===== config.mk =====
export PLATFORM = sky130hd
export DESIGN_NAME = snn_lif_neuron
export DESIGN_NICKNAME = d
export VERILOG_FILES = /design/src/rtl/snn_pkg.sv /design/src/rtl/snn_sat_add.sv /design/src/rtl/snn_lif_neuron.sv
export SDC_FILE = /design/constraint.sdc
export NUM_CORES = 1
export LEC_CHECK = 0
export CORE_MARGIN = 1.5
export CORE_UTILIZATION = 50
export CTS_BUF_LIST = sky130_fd_sc_hd__clkbuf_8
export DETAILED_ROUTE_END_ITERATION = 7
export PLACE_DENSITY = 0.76
export REMOVE_ABC_BUFFERS = 1
export SYNTH_ARGS = -nofsm -noshare
export SYNTH_HDL_FRONTEND = slang
export SYNTH_SLANG_ARGS = --single-unit

===== constraint.sdc =====
create_clock -name clk -period 9.9 [get_ports clk]
set_input_delay 1.98 -clock clk [delete_from_list [all_inputs] [get_ports clk]]
set_output_delay 1.98 -clock clk [all_outputs]
set_load 0.02 [all_outputs]

===== src/rtl/snn_pkg.sv =====
// Shared SNN definitions: neuron FSM states, default widths, saturating add.
// Latency: n/a (types, constants and a combinational helper only).
// Backpressure: n/a.
package snn_pkg;

  localparam int N_IN_DEF       = 16;
  localparam int W_W_DEF        = 8;
  localparam int V_W_DEF        = 16;
  localparam int LEAK_SHIFT_DEF = 4;
  localparam int REFRAC_DEF     = 2;

  typedef enum logic [1:0] {
    IDLE  = 2'd0,
    ACCUM = 2'd1,
    LEAK  = 2'd2,
    FIRE  = 2'd3
  } snn_state_e;

  // Saturating add of a default-width weight onto a default-width potential.
  // The sum is formed one bit wider so the overflow can be seen and clamped.
  function automatic logic signed [V_W_DEF-1:0] sat_add(
    input logic signed [V_W_DEF-1:0] a,
    input logic signed [W_W_DEF-1:0] b
  );
    logic [V_W_DEF:0] s;
    s = {a[V_W_DEF-1], a} + {{(V_W_DEF+1-W_W_DEF){b[W_W_DEF-1]}}, b};
    if (s[V_W_DEF] != s[V_W_DEF-1]) begin
      sat_add = s[V_W_DEF] ? {1'b1, {(V_W_DEF-1){1'b0}}} : {1'b0, {(V_W_DEF-1){1'b1}}};
    end else begin
      sat_add = s[V_W_DEF-1:0];
    end
  endfunction

endpackage


===== src/rtl/snn_sat_add.sv =====
// Signed saturating adder: sign-extends a W_W weight onto a V_W potential and clamps.
// Latency: combinational, zero cycles.
// Backpressure: none.
module snn_sat_add #(
  parameter int V_W = 16,
  parameter int W_W = 8
) (
  input  logic signed [V_W-1:0] i_a,
  input  logic signed [W_W-1:0] i_b,
  output logic signed [V_W-1:0] o_sum
);

  logic [V_W:0] w_sum;

  // One extra bit of headroom: the top two bits disagree exactly on overflow
  assign w_sum = {i_a[V_W-1], i_a} + {{(V_W+1-W_W){i_b[W_W-1]}}, i_b};

  // Clamp toward the overflowed side, otherwise pass the true sum
  always_comb begin
    o_sum = w_sum[V_W-1:0];
    if (w_sum[V_W] != w_sum[V_W-1]) begin
      o_sum = w_sum[V_W] ? {1'b1, {(V_W-1){1'b0}}} : {1'b0, {(V_W-1){1'b1}}};
    end
  end

endmodule


===== src/rtl/snn_lif_neuron.sv =====
// LIF neuron: serial N_IN-synapse accumulate (saturating), shift leak, threshold fire, refractory; SNN_NEG_CLAMP_EN clamps v_mem >= 0.
// Latency: start sampled at cycle T -> done/spike_out pulse at T+N_IN+2; back-to-back one timestep per N_IN+3 cycles.
// Backpressure: none; start is ignored (not queued) while busy, inputs are latched on the start cycle.
module snn_lif_neuron
  import snn_pkg::*;
#(
  parameter int N_IN       = N_IN_DEF,
  parameter int W_W        = W_W_DEF,
  parameter int V_W        = V_W_DEF,
  parameter int LEAK_SHIFT = LEAK_SHIFT_DEF,
  parameter int REFRAC     = REFRAC_DEF
) (
  input  logic                  clk,
  input  logic                  rst,
  input  logic                  i_start,
  input  logic [N_IN-1:0]       i_spike_vec,
  input  logic [N_IN*W_W-1:0]   i_weights,
  input  logic signed [V_W-1:0] i_threshold,
  output logic                  o_busy,
  output logic                  o_done,
  output logic                  o_spike_out,
  output logic signed [V_W-1:0] o_v_mem
);

  localparam int IDX_W = $clog2(N_IN);
  localparam int RC_W  = (REFRAC < 1) ? 1 : $clog2(REFRAC + 1);
  localparam logic [IDX_W-1:0] IDX_LAST = IDX_W'(N_IN - 1);
  localparam logic [RC_W-1:0]  RC_INIT  = RC_W'(REFRAC);

  snn_state_e r_state;
  snn_state_e w_state_nxt;

  logic [N_IN-1:0]       r_spk;
  logic [N_IN*W_W-1:0]   r_wts;
  logic signed [V_W-1:0] r_thr;
  logic [IDX_W-1:0]      r_idx;
  logic signed [V_W-1:0] r_v;
  logic [RC_W-1:0]       r_rc;
  logic                  r_busy;
  logic                  r_done;
  logic                  r_spike;

  logic signed [W_W-1:0] w_wsel;
  logic signed [V_W-1:0] w_acc_sum;
  logic signed [V_W-1:0] w_acc_v;
  logic signed [V_W-1:0] w_leak;
  logic signed [V_W-1:0] w_leak_v;
  logic                  w_acc_en;
  logic                  w_fire;

  assign w_wsel   = r_wts[r_idx*W_W +: W_W];
  // A refractory neuron ignores its inputs for the whole timestep
  assign w_acc_en = r_spk[r_idx] && (r_rc == '0);

  snn_sat_add #(
    .V_W (V_W),
    .W_W (W_W)
  ) u_sat_add (
    .i_a   (r_v),
    .i_b   (w_wsel),
    .o_sum (w_acc_sum)
  );

  // v - (v >>> s) shrinks |v| toward zero and can never overflow
  assign w_leak = r_v - (r_v >>> LEAK_SHIFT);

`ifdef SNN_NEG_CLAMP_EN
  assign w_acc_v  = w_acc_sum[V_W-1] ? '0 : w_acc_sum;
  assign w_leak_v = w_leak[V_W-1]    ? '0 : w_leak;
`else
  assign w_acc_v  = w_acc_sum;
  assign w_leak_v = w_leak;
`endif

  assign w_fire = (r_rc == '0) && (r_v >= r_thr);

  // State register
  always_ff @(posedge clk or posedge rst) begin
    if (rst) begin
      r_state <= IDLE;
    end else begin
      r_state <= w_state_nxt;
    end
  end

  // Next state: fixed walk IDLE -> ACCUM x N_IN -> LEAK -> FIRE -> IDLE
  always_comb begin
    w_state_nxt = r_state;
    unique case (r_state)
      IDLE:    if (i_start) w_state_nxt = ACCUM;
      ACCUM:   if (r_idx == IDX_LAST) w_state_nxt = LEAK;
      LEAK:    w_state_nxt = FIRE;
      FIRE:    w_state_nxt = IDLE;
      default: w_state_nxt = IDLE;
    endcase
  end

  // Datapath: input latch, synapse walk, leak, fire decision and refractory count
  always_ff @(posedge clk or posedge rst) begin
    if (rst) begin
      r_spk   <= '0;
      r_wts   <= '0;
      r_thr   <= '0;
      r_idx   <= '0;
      r_v     <= '0;
      r_rc    <= '0;
      r_busy  <= 1'b0;
      r_done  <= 1'b0;
      r_spike <= 1'b0;
    end else begin
      r_done  <= 1'b0;
      r_spike <= 1'b0;
      case (r_state)
        IDLE: begin
          if (i_start) begin
            r_spk  <= i_spike_vec;
            r_wts  <= i_weights;
            r_thr  <= i_threshold;
            r_idx  <= '0;
            r_busy <= 1'b1;
          end
        end
        ACCUM: begin
          if (w_acc_en) r_v <= w_acc_v;
          r_idx <= r_idx + 1'b1;
        end
        LEAK: begin
          r_v <= w_leak_v;
        end
        FIRE: begin
          r_busy <= 1'b0;
          r_done <= 1'b1;
          if (w_fire) begin
            r_spike <= 1'b1;
            r_v     <= '0;
            r_rc    <= RC_INIT;
          end else if (r_rc != '0) begin
            r_rc <= r_rc - 1'b1;
          end
        end
        default: ;
      endcase
    end
  end

  assign o_busy      = r_busy;
  assign o_done      = r_done;
  assign o_spike_out = r_spike;
  assign o_v_mem     = r_v;

endmodule

# ---- Word-level counts from Yosys, hierarchy flattened
# Index checks and enable logic that the tools add are counted.
dict set report word_totals {
  mem_count 0
  ff_bits 187
  mem_bits_ro 0
  word_cells 60
  input_bits 163
  latchBits 0
  out_inout_bits 19
  mem_bits_rw 0
}
dict set report classes {
  mux 19
  div_mod_pow 0
  shift 1
  reduce_logical 15
  n_mul 0
  n_eq_ne 9
  n_addsub 4
  bitwise_logic 0
  n_lt_le_gt_ge 2
}
# operator count
set ops {}
lappend ops {{indexed part select 128 x 8 -> 8 bit} 1}
lappend ops {{2-to-1 mux 16 bit} 4}
lappend ops {{case mux 16 bit (3 select lines)} 1}
lappend ops {{adder 16 x 8 -> 17 bit} 1}
lappend ops {{greater-or-equal comparator 16 bit} 1}
lappend ops {{subtractor 16 x 12 -> 16 bit} 1}
lappend ops {{AND reduction 2 bit} 5}
lappend ops {{2-to-1 mux 2 bit} 4}
lappend ops {{inequality test 2 bit (second input constant)} 4}
lappend ops {{case mux 2 bit (4 select lines)} 1}
lappend ops {{case mux 4 bit (2 select lines)} 1}
lappend ops {{nonzero test 2 bit} 4}
lappend ops {{< comparator 4 x 5 -> 1 bit (second input constant)} 1}
lappend ops {{2-to-1 mux 1 bit} 5}
lappend ops {{adder 4 x 1 -> 4 bit (second input constant)} 1}
lappend ops {{binary-select mux 1 bit (select 4 bit)} 1}
lappend ops {{equality test 2 bit (second input constant)} 2}
lappend ops {{equality test 4 bit (second input constant)} 1}
lappend ops {{logical NOT 2 bit} 2}
lappend ops {{2-to-1 mux 4 bit} 1}
lappend ops {{AND reduction 3 bit} 1}
lappend ops {{nonzero test 3 bit} 1}
lappend ops {{equality test 2 x 1 -> 1 bit (second input constant)} 1}
lappend ops {{logical AND 1 bit} 2}
lappend ops {{other kinds (3)} 3}

# ---- Logic depth before layout (Yosys ltp)
dict set report depth {
  word_depth 6
  ltp_mapped 19
  mapped_depth_nobuf 16
}

# ---- Cells and area by module
# A second synthesis with hierarchy kept.
dict set report hier_totals {
  hier_cells 825
  area_unflattened_um2 10595.2
}
# mod n_inst area_per_inst_um2 seq_area_each_um2 cells_each
set by_module_without_submodules {}
lappend by_module_without_submodules {snn_lif_neuron 1 9455.3 4679.5 675}
lappend by_module_without_submodules {snn_sat_add 1 1139.8 0.0 150}

# ---- Least setup slack after synthesis
# Ideal clock, no wire load.
dict set report synth_path {
  path_type {register to register}
  startpoint {reg r_idx[0]}
  endpoint {reg r_v[0], in the netlist o_v_mem[0]}
  path_buffers 3
  setup_time_ps 119
  stages_incl_launch_ff 19
  arrival_time_ps 5232
  synth_period_minus_slack_ps 5351
  t_required_ps 9781
  setup_slack_ps 4549
  cell_sequence {dfrtp_1 buf_4 buf_1 mux4_2 mux4_2 ha_1 a21oi_1 a21boi_0 o21ai_0 a31oi_1 o21bai_1 a21oi_1 xnor2_1 ha_1 clkbuf_1 clkinv_1 o21ai_0 o221ai_1 o21a_1}
}
dict set report synth_via {
  elab_chain_len 6
  word_cells_on_any_way 12
  cone_classes {add/sub (1); eq/ne (2); shift (1); mux (6); reduce/logical (2)}
}
# element line
set synth_lines {}
lappend synth_lines {{from (decl)} snn_lif_neuron.sv:36} ;# logic [IDX_W-1:0] r_idx;
lappend synth_lines {{from (signal assigned)} snn_lif_neuron.sv:125} ;# r_idx <= r_idx + 1'b1;
lappend synth_lines {{indexed part select 128 x 8 -> 8 bit} snn_lif_neuron.sv:51} ;# assign w_wsel = r_wts[r_idx*W_W +: W_W];
lappend synth_lines {{adder 16 x 8 -> 17 bit} snn_sat_add.sv:16} ;# assign w_sum = {i_a[V_W-1], i_a} + {{(V_W+1-W_W){i_b[W_W-1]}}, i_b};
lappend synth_lines {{2-to-1 mux 16 bit / inequality test 1 bit (equally long branches)} {snn_sat_add.sv:22, snn_sat_add.sv:21}}
lappend synth_lines {{2-to-1 mux 16 bit} snn_sat_add.sv:21} ;# if (w_sum[V_W] != w_sum[V_W-1]) begin
lappend synth_lines {{2-to-1 mux 16 bit} snn_lif_neuron.sv:124} ;# if (w_acc_en) r_v <= w_acc_v;
lappend synth_lines {{case mux 16 bit (3 select lines)} snn_lif_neuron.sv:113} ;# case (r_state)
lappend synth_lines {{to (signal assigned)} snn_lif_neuron.sv:124}
lappend synth_lines {{to (signal assigned)} snn_lif_neuron.sv:128} ;# r_v <= w_leak_v;
lappend synth_lines {{to (decl)} snn_lif_neuron.sv:37} ;# logic signed [V_W-1:0] r_v;
# Several ways; a longest one is shown, not always the timed one. The select of a mux whose other input is x is not followed.
# A chain may end at the register's enable or synchronous reset.

# ---- Final worst setup path
# Ends and elaborated chain as after synthesis.

==> run metrics <==
number of I/O port buffers=181; Pwr Density=411 nW/µm²; Avg WL per Cell=18.1 µm; most common cell after layout, fill and taps aside=dfrtp_1; total die area=21,300 µm²; Filler cells=1,550; Skew-Pair Late Insertion Delay=0.48 ns; critical path peak fanout=36; vias in the first global route=7,074; fin crit period=5.87 ns; post-route ant nets=0; Crit Reg-Reg Endpoint=o_v_mem[0]$_DFFE_PP0P_; worst hold start=r_rc[1]$_DFFE_PP0P_; PostCTS Resize Cnt=0; Reg-to-Reg Start=r_idx[0]$_DFFE_PP0P_; Post-CTS Setup Repair Bufs=0; sequential area share after synthesis=45.8%; Final #Nets=1,197; Clock Tree Buf Depth=2; number of DRC markers in iteration 0=378; synthesized area=10,200 µm²; Tcrit/Tclk final=59.3%; # hold bufs at CTS=0; RSZ-0062 raised after global routing=false; Root Buffer=clkbuf_8; yosys warns=0; final hold violation count=0; Reg clk slew, reported paths=0.10 ns; Least-Margin Pin Slew=0.959 ns; chip height=146 µm; clock skew=0.0133 ns; fraction of layout cells with a size suffix above 1=25.3%; crit path capture type=flip-flop; CTS Buf Count=17; largest net degree at the start of global routing=71; number of flops mapped to enable cells by yosys=0; I/O pin count=182; R2R depth=17; DRT Pass-1 Iters=4; Clock Sinks=187; Initial Utilization=50.8%; Die Wd=146 µm; Async S/R FF share, synth=100%; min-delay worst type=flip-flop to flip-flop; final std cell area, no fill=12,700 µm²; hold path depth=2; Yosys cell types=56; first-pass GRT wire length=36.7 mm; most frequent cells in the layout=dfrtp_1 (185), clkdlybuf4s50_1 (181), mux2_2 (161); fin. max-slew vios=0; Final Setup Violations=0; maxcap violations=0; Worst setup SP type=flip-flop; Overall Global Routing Usage=22.1%; ANT cells=0; post-synthesis register bit count=187; slew margin rel.=36.1%; Final Wtd Congestion=0.830; Final HPWL DP=17.0 mm; WP data arrival=6.24 ns; CP required=10.27 ns; post-place instance area=12,300 µm²; Leak=5.37 nW; Avg Inst Size Synth=12.7 µm²; WL final=22.7 mm; reg-to-reg slack, setup=4.03 ns; GRT overflow=0; Residual DRC=0; prevailing post-synth register cell=dfrtp_1; crit path kind=flip-flop to flip-flop; Final TNS setup=0 ns; Peak VDD IR=0.318 mV; Hold EP=r_rc[1]$_DFFE_PP0P_; row count=52; Peak Freq=170 MHz; Vias=7,008; initial antenna violation count=2; Area growth syn-to-layout=24.2%; core area=20,100 µm²; CTS tree=yes; Synth Instances=803; via-per-instance ratio=5.57; # H-tree levels=4; run status=finished clean
per-stage QoR:
| stage | util, % | setup WS, ns | total power [mW] | hold WS (ns) | instances |
|---|---|---|---|---|---|
| final | 63.1 | 4.03 | 5.22 | 0.491 | 1259 |
| after global routing | 63.1 | 3.53 | 5.63 | 0.521 | 1259 |
| after CTS | 63.1 | 4.02 | 5.22 | 0.493 | 1259 |
| after detailed placement | 61.1 | 4.06 | 4.69 | 0.472 | 1227 |
| after global placement | 61.1 | 4.31 | 4.61 | 0.465 | 1227 |
| after floorplan | - | 2.83 | 3.96 | 0.450 | 771 |
layout make-up:
type | instances | area (µm²) | share of cell area, %
repair buffers | 186 | 1850 | 14.6
clock inverters | 14 | 154 | 1.21
well taps | 270 | 338 | 2.66
inverters | 45 | 174 | 1.37
multi-input cells | 539 | 5240 | 41.3
flip-flops and latches | 187 | 4680 | 36.9
clock buffers | 18 | 248 | 1.95
how the worst max path moves through the flow:
| stage | startpoint | to | slack, ns | depth (start not counted) |
|---|---|---|---|---|
| after floorplan | rst | o_busy$_DFFE_PP0P_ | 2.83 | 1 |
| after global placement | r_idx[0]$_DFFE_PP0P_ | o_v_mem[0]$_DFFE_PP0P_ | 4.31 | 17 |
| after detailed placement | r_idx[0]$_DFFE_PP0P_ | o_v_mem[0]$_DFFE_PP0P_ | 4.06 | 17 |
| after CTS | r_idx[0]$_DFFE_PP0P_ | o_v_mem[0]$_DFFE_PP0P_ | 4.02 | 17 |
| after global routing | r_idx[0]$_DFFE_PP0P_ | o_v_mem[0]$_DFFE_PP0P_ | 3.53 | 17 |
| final | r_idx[0]$_DFFE_PP0P_ | o_v_mem[0]$_DFFE_PP0P_ | 4.03 | 17 |
routing by layer:
metal	wire [µm]	part of all wire, %	global-route usage, %	vias to the layer above
li1	-	-	-	3330
met1	10200	45	30.2	3488
met2	11200	49	36.5	162
met3	1040	4.6	3.79	24
met4	279	1.2	6.48	4
met5	31	0.14	0	-
cells in the mapped netlist (all sizes together), types with 7 or more instances:
| cell | instances | area, µm² |
|---|---|---|
| o21ai | 23 | 115 |
| mux2 | 163 | 1840 |
| a21o | 11 | 82.6 |
| clkbuf | 19 | 71.3 |
| nor3 | 13 | 65.1 |
| mux4 | 44 | 991 |
| nor2 | 30 | 113 |
| o21a | 10 | 75.1 |
| a211oi | 8 | 60.1 |
| buf | 13 | 60.1 |
| ha | 56 | 701 |
| nor2b | 7 | 43.8 |
| inv | 44 | 165 |
| dfrtp | 187 | 4680 |
| nand3 | 14 | 70.1 |
| xnor2 | 14 | 123 |
| nand2 | 32 | 120 |
| a21oi | 33 | 165 |
report_power, final:
group | total, mW | leakage (nW) | internal [mW] | switching [mW]
clock | 0.518 | 0.197 | 0.217 | 0.301
sequential | 1.46 | 2.21 | 1.16 | 0.293
combinational | 3.24 | 2.96 | 1.66 | 1.59
cells by family after synthesis:
logic type | after synthesis | share of synthesized area, %
fa+ha+maj | 58 | 7.26
simple gates | 118 | 5.42
xor+xnor | 19 | 1.63
compound gates | 131 | 8.57
mux | 213 | 28.3
flops | 187 | 45.8
buf+inv | 77 | 2.94
registers in the layout, indices dropped and copies added, names as in the netlist, 2 cells and up:
name     cells
r_idx        4
r_thr       16
r_rc         2
r_spk       16
r_state      2
o_v_mem     16
r_wts      128
worst max-delay path, stage by stage, from the launching register on:
cell and delay, ns:
dfrtp_2 0.45, buf_4 0.55, mux4_2 0.59, mux4_2 0.50
ha_1 0.31, a211oi_1 0.25, o21ai_0 0.21, a21boi_0 0.36
o21ai_0 0.20, a31oi_1 0.28, o21bai_1 0.09, a21oi_1 0.26
xnor2_1 0.11, ha_1 0.46, clkinv_1 0.31, o21ai_0 0.45
o221ai_1 0.19, o21a_1 0.13
Note: power is estimated with default switching activity, not from simulation.
